$ cat src/rtl/dpll_scan_master.sv
// Host-side serial driver for the DPLL configuration scan chain.
// Define SCAN_VERIFY_EN to flag readbacks that differ from the previously written word.
module dpll_scan_master #(
   parameter int CHAIN_LEN = 32
) (
   input  logic                 i_clk,
   input  logic                 i_rst_n,
   input  logic                 i_start,
   input  logic [CHAIN_LEN-1:0] i_wdata,
   output logic                 o_busy,
   output logic                 o_done,
   output logic [CHAIN_LEN-1:0] o_rdata,
   output logic                 o_verify_err,
   output logic                 o_scan_en,
   output logic                 o_scan_out,
   input  logic                 i_scan_in
);

   localparam int CW = $clog2(CHAIN_LEN + 1);
   localparam logic [CW-1:0] LAST = CW'(CHAIN_LEN - 1);

   typedef enum logic [1:0] {
      S_IDLE,
      S_SHIFT,
      S_DONE
   } state_t;

   state_t               state_q, state_d;
   logic [CHAIN_LEN-1:0] shreg_q, shreg_d;
   logic [CHAIN_LEN-1:0] rdata_q, rdata_d;
   logic [CW-1:0]        cnt_q, cnt_d;

   always_ff @(posedge i_clk or negedge i_rst_n) begin
      if (!i_rst_n) begin
         state_q <= S_IDLE;
      end else begin
         state_q <= state_d;
      end
   end

   always_comb begin
      state_d = state_q;
      unique case (state_q)
         S_IDLE:  if (i_start) state_d = S_SHIFT;
         S_SHIFT: if (cnt_q == LAST) state_d = S_DONE;
         S_DONE:  state_d = S_IDLE;
         default: state_d = S_IDLE;
      endcase
   end

   always_comb begin
      o_busy     = 1'b0;
      o_done     = 1'b0;
      o_scan_en  = 1'b0;
      o_scan_out = 1'b0;
      unique case (state_q)
         S_SHIFT: begin
            o_busy     = 1'b1;
            o_scan_en  = 1'b1;
            o_scan_out = shreg_q[0];
         end
         S_DONE: begin
            o_busy = 1'b1;
            o_done = 1'b1;
         end
         default: ;
      endcase
   end

   // The captured chain output enters at the top, so after the last
   // shift the first-sampled bit has reached position 0.
   always_comb begin
      shreg_d = shreg_q;
      cnt_d   = cnt_q;
      rdata_d = rdata_q;
      unique case (state_q)
         S_IDLE: begin
            if (i_start) begin
               shreg_d = i_wdata;
               cnt_d   = '0;
            end
         end
         S_SHIFT: begin
            shreg_d = {i_scan_in, shreg_q[CHAIN_LEN-1:1]};
            cnt_d   = cnt_q + 1'b1;
            if (cnt_q == LAST) rdata_d = shreg_d;
         end
         default: ;
      endcase
   end

   always_ff @(posedge i_clk or negedge i_rst_n) begin
      if (!i_rst_n) begin
         shreg_q <= '0;
         rdata_q <= '0;
         cnt_q   <= '0;
      end else begin
         shreg_q <= shreg_d;
         rdata_q <= rdata_d;
         cnt_q   <= cnt_d;
      end
   end

   assign o_rdata = rdata_q;

`ifdef SCAN_VERIFY_EN
   logic [CHAIN_LEN-1:0] cur_q, cur_d;
   logic [CHAIN_LEN-1:0] prev_q, prev_d;
   logic                 vld_q, vld_d;

   // cur holds this pass's word until DONE retires it into prev.
   always_comb begin
      cur_d  = cur_q;
      prev_d = prev_q;
      vld_d  = vld_q;
      if (state_q == S_IDLE && i_start) cur_d = i_wdata;
      if (state_q == S_DONE) begin
         prev_d = cur_q;
         vld_d  = 1'b1;
      end
   end

   always_ff @(posedge i_clk or negedge i_rst_n) begin
      if (!i_rst_n) begin
         cur_q  <= '0;
         prev_q <= '0;
         vld_q  <= 1'b0;
      end else begin
         cur_q  <= cur_d;
         prev_q <= prev_d;
         vld_q  <= vld_d;
      end
   end

   assign o_verify_err = (state_q == S_DONE) && vld_q
                         && (rdata_q != prev_q);
`else
   assign o_verify_err = 1'b0;
`endif

endmodule

$ cat config.mk
export PLATFORM = sky130hd
export DESIGN_NAME = dpll_scan_master
export DESIGN_NICKNAME = d
export VERILOG_FILES = /design/src/rtl/dpll_scan_master.sv
export SDC_FILE = /design/constraint.sdc
export NUM_CORES = 1
export LEC_CHECK = 0
export CAP_MARGIN = 0
export CORE_ASPECT_RATIO = 0.9
export CORE_UTILIZATION = 25
export CTS_CLUSTER_DIAMETER = 200
export DETAILED_ROUTE_END_ITERATION = 6
export PLACE_DENSITY = 0.49
export SYNTH_ARGS = -nofsm -noshare
export SYNTH_HDL_FRONTEND = slang
export SYNTH_SLANG_ARGS = --single-unit
$ cat constraint.sdc
create_clock -name i_clk -period 1.9 [get_ports i_clk]
set_input_delay 0.57 -clock i_clk [delete_from_list [all_inputs] [get_ports i_clk]]
set_output_delay 0.57 -clock i_clk [all_outputs]
set_load 0.02 [all_outputs]
==> impl_summary.log <==
[metrics] dpl cells: 491
[metrics] Filler cells: 1266
[metrics] static leakage: 2.48 nW
[metrics] cell with the most instances after synthesis: dfrtp_1
[metrics] share of async-settable or async-resettable flops after synthesis: 1.00
[metrics] share of cells above drive strength 1: 0.206
[metrics] count of antenna-violating nets left after detailed routing: 0
[metrics] Worst setup SP type: flop
[metrics] worst path arrival time: 1.29 ns
[metrics] most used standard cells in the synthesized netlist: dfrtp_1 (72), nand2_1 (38), o21ai_0 (34), mux2i_1 (32), mux2_4 (30)
[metrics] Seq/Total Area, Yosys: 0.550
[metrics] starting DRC count in detailed routing: 62
[metrics] TritonCTS clock tree: done
[metrics] vias per std cell: 4.25
[metrics] number of instances in the synthesized netlist: 260
[metrics] worst-path fanout max: 2
[metrics] I/O pin cnt: 73
[metrics] library cell used as clock root buffer: clkbuf_16
[metrics] synth warn: 0
[metrics] total DRC errors in the routed layout: 0
[metrics] initial antenna violation count: 0
[metrics] latest clock arrival within the worst-skew pair: 0.33 ns
[metrics] Die Y: 111 µm
[metrics] highest-delay cell along the critical path: clkdlybuf4s50_1
[metrics] number of failing hold endpoints at the final stage: 0
[metrics] combined flip-flop and latch cell area: 1800 µm²
[metrics] Area Growth Syn to Fin: 39.4%
[metrics] leading cell types by total area after synthesis: dfrtp_1 (55%), mux2_4 (14%), mux2i_1 (9.8%)
[metrics] remaining global-route overflow: 0
[metrics] clock slew at the register clock pins of the worst setup and hold paths: 0.06 ns
[metrics] type of the worst setup path: flop to output pin
[metrics] RSZ-0062 raised after global routing: no
[metrics] post-synthesis cell type with the largest combined area: dfrtp_1
[metrics] total via count in the routed design: 2158
[metrics] Clock Sinks: 72
[metrics] net count of the mapped netlist: 300
[metrics] critical path, cell by cell: clkdlybuf4s50_1
[metrics] maximum cell stage delay along the critical path: 0.60 ns
[metrics] Total GRT Usage: 0.111
[metrics] Tcrit/Tclk final: 0.978
[metrics] Post-Syn Area: 3270 µm²
[metrics] crit path buf inv count: 1
[metrics] NumNets Final: 379
[metrics] area of the die: 13600 µm²
[metrics] type of element capturing the critical path: output pin
[metrics] routability congestion estimate from global placement: 0.699
[metrics] minimum period implied by the final worst setup slack: 1.86 ns
[metrics] first-pass iteration count of the detailed router: 4
[metrics] primary flip-flop cell chosen by synthesis mapping: dfrtp_1
[metrics] initial cell density of the core: 0.257
[metrics] number of max-cap violations: 0
[metrics] Routed wire per std cell: 13.6 µm
[metrics] Synth Area per Inst: 12.6 µm²
[metrics] power per unit of standard cell area: 1190 nW/µm²
[metrics] Required @ worst endpoint: 1.33 ns
[metrics] Fmax achieved: 0.538 GHz
[metrics] proportion of netlist area held by the largest area contributor: 0.550
[metrics] number of enable-type register cells in the synthesized netlist: 0
[metrics] critical path's top delay family: buffers and inverters
[metrics] worst min path class: input port to asynchronous set/reset pin
[metrics] hold-fix buffer count after cts: 0
[metrics] chip width: 123 µm
[metrics] worst-case clock skew: 0.00963 ns
[metrics] unique cell type count in the Yosys netlist: 34
[metrics] Placement Rows: 39
[metrics] post-detail-place hpwl: 4760 µm
[metrics] worst voltage drop across the vdd grid: 0.530 mV
[metrics] Port Buffers: 71
[metrics] clock buffer count from CTS: 9
[metrics] sum of negative setup slack: 0 ns
[metrics] placeable core region: 12700 µm²
[metrics] wire length of the first global-routing pass: 11400 µm
[metrics] number of register bits inferred by synthesis: 72
[metrics] status: finished, final reports clean
[metrics] total setup violations reported at the end of the flow: 0
[metrics] number of buffers between clock root and the deepest sink: 2
[metrics] area used by multi-input combinational logic: 1370 µm²
[metrics] filler-free cell count of the finished design: 508
[metrics] final hold slack: 0.0653 ns
[metrics] wire length reported by the detailed router: 6930 µm
[metrics] number of global-route vias before repair: 2162
[metrics] maximum number of pins on one net before global-route repair: 44
[metrics] total count of max-transition violations in the final report: 0
[metrics] antenna diode count: 0
[metrics] H-tree lvl count: 3
[flip-flops by register name, summed over array words and instances (netlist names)]
register and flops:
cnt_q 6, state_q 2, shreg_q 32, o_rdata 32
[cells by family after synthesis]
kind of cell,synth area share
fa+ha+maj,0.0153
simple gates,0.0703
buf+inv,0.0378
other cells,0.00115
flops,0.550
mux,0.247
compound gates,0.0784
[metrics by stage]
stage               area, µm²  power [mW]  utilization  worst slack [ns]
floorplan                3280        3.35            -            0.0378
global placement         4230        3.86        0.332           -0.0988
detailed placement       4230        3.90        0.332            -0.132
CTS                      4500        5.48        0.353           0.00270
global route             4560        5.82        0.358          0.000252
finish                   4560        5.41        0.358            0.0409
[final timing paths]
path                                         start                      end  slack, ns  cells past startpoint
max                        o_rdata[19]$_DFFE_PN0P_              o_rdata[19]       0.04                      1
min                                        i_rst_n  o_rdata[13]$_DFFE_PN0P_       0.07                      1
max reg2reg                 state_q[1]$_DFFE_PN0P_     cnt_q[5]$_DFFE_PN0P_       0.15                      6
min reg2reg                 shreg_q[0]$_DFFE_PN0P_   shreg_q[0]$_DFFE_PN0P_       0.49                      2
max in group asynchronous                  i_rst_n  shreg_q[31]$_DFFE_PN0P_       1.34                      2
min in group i_clk          shreg_q[0]$_DFFE_PN0P_   shreg_q[0]$_DFFE_PN0P_       0.49                      2
[final cells by class]
cell class | instances | share of cell area
clock buffers | 13 | 0.0548
multi-input cells | 166 | 0.300
repair buffers | 85 | 0.197
flip-flops and latches | 72 | 0.395
clock inverters | 3 | 0.00384
inverters | 5 | 0.00411
well taps | 164 | 0.0450
[worst register-to-register path, delay by kind of cell, from the launching register on]
kind | cells | cell delay, ns
compound gates | 1 | 0.26
fa+ha+maj | 1 | 0.17
buf+inv | 3 | 0.44
flops | 1 | 0.39
simple gates | 1 | 0.38
[routing by layer]
layer	share of wire	vias to the layer above	global-route usage
met5	0	-	0
met4	0.012	0	0.0463
met3	0.046	8	0.0367
met2	0.45	46	0.162
met1	0.49	1041	0.150
li1	-	1063	-
[power breakdown]
| group | leakage (nW) | switching [mW] | internal (mW) |
|---|---|---|---|
| Sequential | 0.948 | 0.310 | 1.93 |
| Clock | 0.130 | 0.626 | 0.916 |
| Combinational | 1.40 | 0.866 | 0.759 |
| Total | 2.48 | 1.80 | 3.61 |
[what timing repair did]
item	4_1_cts	5_1_grt
setup buffers	1	0
endpoints found under the setup margin	7	39
resized for setup	20	25
[cell usage in the layout (no fill, tap or decap), types with 9 or more instances in the layout]
cell,count
clkdlybuf4s50_1,44
mux2i_1,32
o21ai_0,34
mux2_4,30
nand2_1,38
buf_4,11
clkbuf_16,9
dlymetal6s2s_1,20
dfrtp_1,71
Power figures use the tool's default switching activity.
